[src/rtl/bus_merge_pipe_pkg.sv]
// Shared opcodes, width helper and overlap-bit operator for the bus merge pipeline.
// Imported by the interface, the skid buffer and the top.
package bus_merge_pipe_pkg;

  localparam logic [1:0] OP_AND  = 2'b00;
  localparam logic [1:0] OP_OR   = 2'b01;
  localparam logic [1:0] OP_XOR  = 2'b10;
  localparam logic [1:0] OP_PASS = 2'b11;

  typedef enum logic [1:0] {
    MERGE_AND  = OP_AND,
    MERGE_OR   = OP_OR,
    MERGE_XOR  = OP_XOR,
    MERGE_PASS = OP_PASS
  } merge_op_e;

  // Output word width: both buses side by side, minus the shared overlap field.
  function automatic int merged_w(input int w, input int ov);
    return 2 * w - ov;
  endfunction

  // One overlap bit: a comes from in_a's high field, b from in_b's low field.
  function automatic logic merge_bit(input logic a, input logic b, input logic [1:0] op);
    logic r;
    r = a;
    case (merge_op_e'(op))
      MERGE_AND:  r = a & b;
      MERGE_OR:   r = a | b;
      MERGE_XOR:  r = a ^ b;
      MERGE_PASS: r = a;
      default:    r = a;
    endcase
    return r;
  endfunction

endpackage : bus_merge_pipe_pkg

[src/rtl/bus_merge_pipe_if.sv]
// Producer/consumer bundle for bus_merge_pipe: input word + operator, merged output, beat count.
// slave is the block's view, master is the surrounding datapath's view.
interface bus_merge_pipe_if #(
  parameter int W     = 4,
  parameter int OV    = 2,
  parameter int CNT_W = 8
);
  import bus_merge_pipe_pkg::*;

  localparam int OUT_W = merged_w(W, OV);

  logic             in_valid;
  logic             in_ready;
  logic [W-1:0]     in_a;
  logic [W-1:0]     in_b;
  logic [1:0]       op_sel;
  logic             out_valid;
  logic             out_ready;
  logic [OUT_W-1:0] out_data;
  logic [CNT_W-1:0] beat_cnt;

  modport slave (
    input  in_valid, in_a, in_b, op_sel, out_ready,
    output in_ready, out_valid, out_data, beat_cnt
  );

  modport master (
    output in_valid, in_a, in_b, op_sel, out_ready,
    input  in_ready, out_valid, out_data, beat_cnt
  );

endinterface : bus_merge_pipe_if

[src/rtl/bus_merge_skid.sv]
// Two-entry skid buffer (output register + skid register), 1-cycle latency, full throughput.
// in_rdy_o is a flop (skid empty), so out_rdy_i has no combinational path to it.
module bus_merge_skid #(
  parameter int DATA_W = 8
) (
  input  logic              clk,
  input  logic              rst_n,
  input  logic              in_vld_i,
  output logic              in_rdy_o,
  input  logic [DATA_W-1:0] in_dat_i,
  output logic              out_vld_o,
  input  logic              out_rdy_i,
  output logic [DATA_W-1:0] out_dat_o
);

  logic              out_vld_q, out_vld_d;
  logic [DATA_W-1:0] out_dat_q, out_dat_d;
  logic              skid_vld_q, skid_vld_d;
  logic [DATA_W-1:0] skid_dat_q, skid_dat_d;

  always_comb begin
    out_vld_d  = out_vld_q;
    out_dat_d  = out_dat_q;
    skid_vld_d = skid_vld_q;
    skid_dat_d = skid_dat_q;
    // A full skid implies a valid output register, and input is refused.
    if (skid_vld_q) begin
      if (out_rdy_i) begin
        out_dat_d  = skid_dat_q;
        skid_vld_d = 1'b0;
      end
    end else if (out_vld_q && !out_rdy_i) begin
      if (in_vld_i) begin
        skid_vld_d = 1'b1;
        skid_dat_d = in_dat_i;
      end
    end else begin
      out_vld_d = in_vld_i;
      if (in_vld_i) begin
        out_dat_d = in_dat_i;
      end
    end
  end

  always_ff @(posedge clk or negedge rst_n) begin
    if (!rst_n) begin
      out_vld_q  <= 1'b0;
      out_dat_q  <= '0;
      skid_vld_q <= 1'b0;
      skid_dat_q <= '0;
    end else begin
      out_vld_q  <= out_vld_d;
      out_dat_q  <= out_dat_d;
      skid_vld_q <= skid_vld_d;
      skid_dat_q <= skid_dat_d;
    end
  end

  assign in_rdy_o  = ~skid_vld_q;
  assign out_vld_o = out_vld_q;
  assign out_dat_o = out_dat_q;

endmodule : bus_merge_skid

[src/rtl/bus_merge_pipe.sv]
// Merges in_b (high), an operator-combined overlap and in_a (low) into one word; 1-cycle latency.
// Backpressure absorbed by a 2-entry skid buffer; beat_cnt counts accepted input words and wraps.
module bus_merge_pipe
  import bus_merge_pipe_pkg::*;
#(
  parameter int W     = 4,
  parameter int OV    = 2,
  parameter int CNT_W = 8
) (
  input  logic                clk,
  input  logic                rst_n,
  bus_merge_pipe_if.slave     io
);

  localparam int OUT_W = merged_w(W, OV);

  logic [OUT_W-1:0] merged;
  logic             in_rdy;
  logic             in_acc;
  logic [CNT_W-1:0] beat_cnt_q, beat_cnt_d;

  // Loops rather than slices so OV == W (empty low field) elaborates cleanly.
  always_comb begin
    merged = '0;
    for (int i = 0; i < W - OV; i++) begin
      merged[i] = io.in_a[i];
    end
    for (int i = 0; i < OV; i++) begin
      merged[W - OV + i] = merge_bit(io.in_a[W - OV + i], io.in_b[i], io.op_sel);
    end
    for (int i = OV; i < W; i++) begin
      merged[W - OV + i] = io.in_b[i];
    end
  end

  bus_merge_skid #(
    .DATA_W (OUT_W)
  ) u_skid (
    .clk       (clk),
    .rst_n     (rst_n),
    .in_vld_i  (io.in_valid),
    .in_rdy_o  (in_rdy),
    .in_dat_i  (merged),
    .out_vld_o (io.out_valid),
    .out_rdy_i (io.out_ready),
    .out_dat_o (io.out_data)
  );

  assign in_acc      = io.in_valid && in_rdy;
  assign io.in_ready = in_rdy;

  always_comb begin
    beat_cnt_d = beat_cnt_q;
    if (in_acc) begin
      beat_cnt_d = beat_cnt_q + CNT_W'(1);
    end
  end

  always_ff @(posedge clk or negedge rst_n) begin
    if (!rst_n) begin
      beat_cnt_q <= '0;
    end else begin
      beat_cnt_q <= beat_cnt_d;
    end
  end

  assign io.beat_cnt = beat_cnt_q;

endmodule : bus_merge_pipe

[src/flat_wrapper.sv]
// flat-port wrapper written by rule: the top's interface ports become plain ports
module bus_merge_pipe_flat import bus_merge_pipe_pkg::*;
#(
  parameter int W     = 4,
  parameter int OV    = 2,
  parameter int CNT_W = 8
)
  (clk, rst_n, io_in_valid, io_in_a, io_in_b, io_op_sel, io_out_ready, io_in_ready, io_out_valid, io_out_data, io_beat_cnt);
  bus_merge_pipe_if #(.W(W), .OV(OV), .CNT_W(CNT_W)) io_i ();
  input  logic clk;
  input  logic rst_n;
  input wire logic [$bits(io_i.in_valid)-1:0] io_in_valid;
  input wire logic [$bits(io_i.in_a)-1:0] io_in_a;
  input wire logic [$bits(io_i.in_b)-1:0] io_in_b;
  input wire logic [$bits(io_i.op_sel)-1:0] io_op_sel;
  input wire logic [$bits(io_i.out_ready)-1:0] io_out_ready;
  output wire logic [$bits(io_i.in_ready)-1:0] io_in_ready;
  output wire logic [$bits(io_i.out_valid)-1:0] io_out_valid;
  output wire logic [$bits(io_i.out_data)-1:0] io_out_data;
  output wire logic [$bits(io_i.beat_cnt)-1:0] io_beat_cnt;
  assign io_i.in_valid = io_in_valid;
  assign io_i.in_a = io_in_a;
  assign io_i.in_b = io_in_b;
  assign io_i.op_sel = io_op_sel;
  assign io_i.out_ready = io_out_ready;
  assign io_in_ready = io_i.in_ready;
  assign io_out_valid = io_i.out_valid;
  assign io_out_data = io_i.out_data;
  assign io_beat_cnt = io_i.beat_cnt;
  bus_merge_pipe #(.W(W), .OV(OV), .CNT_W(CNT_W)) u_core (.clk(clk), .rst_n(rst_n), .io(io_i));
endmodule
[config.mk]
export PLATFORM = sky130hd
export DESIGN_NAME = bus_merge_pipe_flat
export DESIGN_NICKNAME = d
export VERILOG_FILES = /design/src/rtl/bus_merge_pipe_pkg.sv /design/src/rtl/bus_merge_pipe_if.sv /design/src/rtl/bus_merge_skid.sv /design/src/rtl/bus_merge_pipe.sv /design/src/flat_wrapper.sv
export SDC_FILE = /design/constraint.sdc
export NUM_CORES = 1
export LEC_CHECK = 0
export ABC_CLOCK_PERIOD_IN_PS = 1500
export CORE_ASPECT_RATIO = 0.7
export CORE_UTILIZATION = 35
export CTS_CLUSTER_DIAMETER = 120
export DETAILED_ROUTE_END_ITERATION = 16
export MAX_ROUTING_LAYER = met4
export SETUP_SLACK_MARGIN = 0.15
export SYNTH_ARGS = -nofsm -noshare
export SYNTH_HDL_FRONTEND = slang
export SYNTH_SLANG_ARGS = --single-unit
[constraint.sdc]
create_clock -name clk -period 1.5 [get_ports clk]
set_clock_uncertainty 0.1 [all_clocks]
set_input_delay 0.15 -clock clk [delete_from_list [all_inputs] [get_ports clk]]
set_output_delay 0.15 -clock clk [all_outputs]
set_load 0.05 [all_outputs]
==> results of run 1 <==
[area by class of cell]
class,instances,area share [%]
inverter,12,2.58
clock buffer,4,3.15
multi-input combinational,59,29.7
sequential,22,31.9
timing repair buffer,45,30.1
tap,36,2.58
[layer usage]
metal / track usage [%] / routed length, um / vias up
li1: - / - / 421
met1: 21.3 / 1200 / 414
met2: 19.9 / 923 / 20
met3: 5.37 / 126 / 4
met4: 4.00 / 21 / 0
met5: - / 0 / -
[placed cells by master (no fill, tap or decap), types with 2 or more instances in the layout]
cell	n
o21ai_1	5
clkbuf_8	4
nand2_1	4
mux4_2	2
nor3_2	2
inv_1	12
dlygate4sd2_1	4
xnor2_1	2
o211ai_2	2
ha_1	5
dfrtp_2	5
dfrtp_1	17
xor2_1	5
buf_12	12
nand3_1	2
buf_4	17
nor2_1	3
mux2i_1	6
nand4_1	2
mux2_4	4
o21ai_0	6
clkdlybuf4s50_1	9
buf_6	3
[power groups by stage]
stage | clock, uW | combinational, uW | sequential, uW
CTS | 441 | 1530 | 1030
global route | 475 | 1600 | 1060
global placement | 0 | 1480 | 1030
detailed placement | 0 | 1500 | 1040
floorplan | 0 | 369 | 1430
finish | 424 | 1510 | 1030
[sequential cells by signal (all words and copies together), names as in the netlist]
register	flops
u_core.u_skid.skid_dat_q	6
u_core.io.beat_cnt	8
u_core.u_skid.skid_vld_q	1
u_core.u_skid.out_dat_o	6
u_core.u_skid.out_vld_o	1
[cells by family after synthesis]
family | count (synthesis)
flops | 22
mux | 13
xor+xnor | 7
simple gates | 19
fa+ha+maj | 5
buf+inv | 14
compound gates | 15
[Yosys cell counts (2+ instances only)]
| library cell | number |
|---|---|
| nand4_1 | 2 |
| mux2i_1 | 6 |
| nor2_1 | 3 |
| o21ai_0 | 7 |
| o211ai_2 | 2 |
| nor3_1 | 2 |
| xnor2_1 | 2 |
| xor2_1 | 5 |
| dfrtp_1 | 22 |
| mux2_4 | 4 |
| nand3_1 | 2 |
| nand2_1 | 4 |
| inv_1 | 12 |
| ha_1 | 5 |
| mux4_2 | 2 |
| o21ai_1 | 4 |
[worst paths after layout]
path	cells after the start	to	slack, ns
max reg2reg	4	u_core.u_skid.skid_dat_q[4]	0.10
max in group asynchronous	2	u_core.io.beat_cnt[1]	0.92
min in group clk	2	u_core.u_skid.out_dat_o[5]	0.42
min	2	u_core.u_skid.out_dat_o[1]	0.14
max	4	u_core.u_skid.skid_dat_q[4]	0.10
min reg2reg	2	u_core.u_skid.out_dat_o[5]	0.42
[timing repair]
item                                    CTS  global route
gates resized for setup                  10             1
endpoints found under the setup margin   15            17
buffers inserted                          2             0
pin swaps                                 6             5
[stage by stage]
step / TNS, ns / hold slack (ns)
final: 0 / 0.136
after global routing: 0 / 0.167
after CTS: 0 / 0.148
after detailed placement: -1.90 / 0.394
after global placement: -1.79 / 0.394
after floorplan: 0 / -0.246
==> flow_summary.ini, run 1 <==
[clocking]
htree_levels = 1
cts.sinks = 22
cts_tree = done
cts_root_buffer = clkbuf_8
ctsHoldBuffers = 0
numCtsBuffers = 3
cts_max_path_buffers = 2
clk_latency_ns = 0.26
clkTransAtPathRegs_ns = 0.08

[pwr]
p_clk_share_pct = 14.3
switching_share_pct = 40.0
internal_power_uw = 1780
vdd_drop_max_mv = 0.997
power_density_nw_per_um2 = 1690
p_sw_uw = 1180
power_frac_seq_pct = 34.7
total_power_uw = 2960
combPwrFrac_pct = 51.0
leakagePower_uw = 0.000830

[critical_path]
critical_path.top_delay_family = flip-flops
critical-path-max-stage-delay_ns = 0.44
timing.critical_path.from = u_core.u_skid.skid_vld_q
crit_buf_inv = 1
cp-end-kind = register
r2r_start = u_core.u_skid.skid_vld_q
crit_required_ns = 1.55
cp-start-kind = register
path_max_fanout = 5
path_cells = nor2b_2, and3_1, buf_6, mux2_4
cp.arrival_ns = 1.45
cpMaxStageDelayCell = dfrtp_2
worstSetupPathType = register to register

[route]
drc = 0
vias_per_cell = 4.83
vias = 859
postRouteAntennaNets = 0
drt_iter0_drc = 36
routedWlPerCell_um = 12.8
drt_first_pass_iters = 4
wirelength_um = 2270

[floorplan]
row_count = 16
start_util_pct = 38.4
io_pins = 30
core_area_um2 = 2920
die_y_um = 49.4
die-area_um2 = 3440
die_x_um = 69.6

[logic_synthesis]
synth_xor_area_share_pct = 5.47
synth-main-ff-cell = dfrtp_1
avgSynthCellArea_um2 = 11.8
seq_area_frac_synth_pct = 49.1
synth_compound_area_share_pct = 9.26
synthSimpleGateAreaFrac_pct = 9.38
synth_top_family_by_area = multiplexers
synth_edf_count = 0
syn_inst = 95
synth.distinct_cells = 27
async_flop_share_pct = 100
synth_top_area_share_pct = 49.1
synthAdderAreaFrac_pct = 5.58
synth_nets = 114
synth_area_leader_cell = dfrtp_1
synth_area_leaders = dfrtp_1 (49%), ha_1 (5.6%), mux2i_1 (5.4%)
ys_seq_elements = 22
mappedNetlistArea_um2 = 1120
synthMuxAreaShare_pct = 15.7
yosys_warnings = 0

[placed_design]
preCtsSetupSlack_ns = -0.332
hpwl_um = 1780
post_dp_cell_area_um2 = 1660
place_inst = 172
gp_routability_congestion = 0.729
port_buffers = 29

[finish]
drive_above_1_share_pct = 38.7
multi_input_area_um2 = 519
fillers = 249
regArea_um2 = 557
n_antenna_cell = 0
fin_util_pct = 59.8
num-nets-final = 162
area_growth_pct = 55.9
final_cells = 178
postLayoutCellArea_um2 = 1750

[sta]
rsz0062_at_grt = yes
worstMarginPinSlew_ns = 0.301
slew_violations = 0
hold_violations = 0
fin_crit_sh_pct = 93.1
slew_headroom_pct = 79.8
fmax_mhz = 716
finalSetupViolCount = 0
timing.final.ws_setup_ns = 0.104
post-route-min-period_ns = 1.40

[global_route]
grt_pass1_vias = 832
grtUsageTotal_pct = 15.0
antenna_found_initial = 0
grt_max_degree = 23
grt_overflow = 0
grt_pass1_wl_um = 3840

[outcome]
outcome = finished, final reports clean

[job]
maxCapViolCount = 0

[hold_path]
min_path_type = input pin to async pin
No activity file was read; power rests on OpenSTA's default activity.
==> run 2: changes to the inputs <==
--- a/config.mk
+++ b/config.mk
@@ -7,10 +7,11 @@
 export LEC_CHECK = 0
 export ABC_CLOCK_PERIOD_IN_PS = 1500
 export CORE_ASPECT_RATIO = 0.7
-export CORE_UTILIZATION = 35
+export CORE_UTILIZATION = 42
 export CTS_CLUSTER_DIAMETER = 120
 export DETAILED_ROUTE_END_ITERATION = 16
 export MAX_ROUTING_LAYER = met4
+export PLACE_DENSITY = 0.74
 export SETUP_SLACK_MARGIN = 0.15
 export SYNTH_ARGS = -nofsm -noshare
 export SYNTH_HDL_FRONTEND = slang
==> flow_summary.ini, run 2 (same netlist as run 1, synthesis figures left out) <==
[critical_path]
cp.arrival_ns = 1.53
cp.depth = 4
worstSetupPathType = register to register
path_cells = buf_6, nand3b_1, nor3_2, xor2_1
cp-start-kind = register
crit_required_ns = 1.60
r2r_end = u_core.io.beat_cnt[7]
r2r_start = u_core.u_skid.skid_vld_q
reg2reg_slack_ns = 0.07
r2r_cells = 4
cpMaxStageDelayCell = dfrtp_2
path_max_fanout = 6
cp-end-kind = register
critical-path-max-stage-delay_ns = 0.45
critical_path.top_delay_family = simple AND/OR/NAND/NOR gates
crit_buf_inv = 1

[outcome]
outcome = finished, final reports clean

[route]
routedWlPerCell_um = 14.4
vias_per_cell = 4.87
vias = 876
wirelength_um = 2590
drc = 0
postRouteAntennaNets = 0
drt_first_pass_iters = 4
drt_iter0_drc = 22

[floorplan]
core_area_um2 = 2500
die_x_um = 63.8
row_count = 15
die-area_um2 = 2880
start_util_pct = 44.9
io_pins = 30
die_y_um = 45.2

[finish]
drive_above_1_share_pct = 41.1
postLayoutCellArea_um2 = 1790
largest_reg_flops = 8
area_growth_pct = 59.6
fillers = 162
num-nets-final = 166
regArea_um2 = 557
multi_input_area_um2 = 524
fin_util_pct = 71.7
layout_commonest_cell = buf_4
final_cell_mix = buf_4 (23), dfrtp_1 (17), inv_1 (12), buf_12 (12)
n_antenna_cell = 0

[global_route]
grt_overflow = 0
grt_pass1_wl_um = 4150
grtUsageTotal_pct = 20.6
grt_pass1_vias = 890
grt_max_degree = 23
antenna_found_initial = 0

[clocking]
clkTransAtPathRegs_ns = 0.08
cts_max_path_buffers = 2
cts_root_buffer = clkbuf_8
cts_tree = done
ctsHoldBuffers = 0
clk_latency_ns = 0.26
numCtsBuffers = 3
cts.sinks = 22
htree_levels = 1

[pwr]
power_density_nw_per_um2 = 1750
leakagePower_uw = 0.000854
vdd_drop_max_mv = 0.960
total_power_uw = 3140

[sta]
slew_headroom_pct = 80.9
slew_violations = 0
post-route-min-period_ns = 1.43
fmax_mhz = 701
worstMarginPinSlew_ns = 0.287
fin_crit_sh_pct = 95.1
finalSetupViolCount = 0
hold_violations = 0
hold_ws_ns = 0.124
rsz0062_at_grt = yes

[hold_path]
min_path_type = input pin to async pin

[placed_design]
gp_routability_congestion = 0.714
hpwl_um = 1870
port_buffers = 29
post_dp_cell_area_um2 = 1650

[job]
maxCapViolCount = 0
## run 2: changes by cell type in the layout (fill, tap and decap cells not counted)
cell,previous run,this run
buf_4,17,23
o21ai_0,6,2
o21ai_1,5,9
buf_6,3,1
and3_1,1,0
and3_4,0,1
bufinv_16,0,1
clkbuf_8,4,3
## run 2: worst max-delay path by stage
stage,from,to
3_5_place_dp,io_in_a[3],u_core.u_skid.out_dat_o[3]
5_1_grt,u_core.u_skid.skid_vld_q,u_core.io.beat_cnt[7]
2_1_floorplan,u_core.u_skid.out_vld_o,u_core.u_skid.out_dat_o[2]
3_3_place_gp,io_in_a[3],u_core.u_skid.out_dat_o[3]
6_report,u_core.u_skid.skid_vld_q,u_core.io.beat_cnt[7]
4_1_cts,u_core.u_skid.skid_vld_q,u_core.u_skid.out_dat_o[3]
## run 2: what timing repair did
item / CTS / global route
buffers inserted: 6 / 1
endpoints found under the setup margin: 16 / 19
gates resized for setup: 13 / 2
pin swaps: 5 / 4
gates cloned: 0 / 0
## run 2: through the flow
step                      instances  setup WS, ns  TNS (ns)
final                           180        0.0735         0
after global routing            180        0.0190         0
after CTS                       179        0.0996         0
after detailed placement        169        -0.355     -2.37
after global placement          169        -0.282     -1.94
after floorplan                  95        0.0494         0
## run 2: layout make-up
cell class / instances / share of cell area (%)
flip-flops and latches: 22 / 31.1
repair buffers: 49 / 30.7
multi-input cells: 59 / 29.3
inverters: 12 / 2.52
well taps: 34 / 2.38
clock buffers: 3 / 2.31
clock inverters: 1 / 1.68
## run 2: metal layers
| metal | vias to the layer above | share of wire, % | global-route usage, % |
|---|---|---|---|
| li1 | 421 | - | - |
| met1 | 430 | 43 | 24.5 |
| met2 | 21 | 51 | 34.0 |
| met3 | 4 | 4.2 | 4.80 |
| met4 | 0 | 1.8 | 9.55 |
| met5 | - | 0 | - |
## run 2: report_power, final
part | total [uW] | switching, uW | internal [uW]
Combinational | 1550 | 788 | 759
Clock | 555 | 198 | 357
Sequential | 1040 | 235 | 803
## run 2: worst register-to-register path, delay by kind of cell (launching register included)
kind	cells	cell delay [ns]
buffers and inverters	1	0.14
xor gates and xnor gates	1	0.16
DFF	1	0.45
and+or+nand+nor	2	0.52
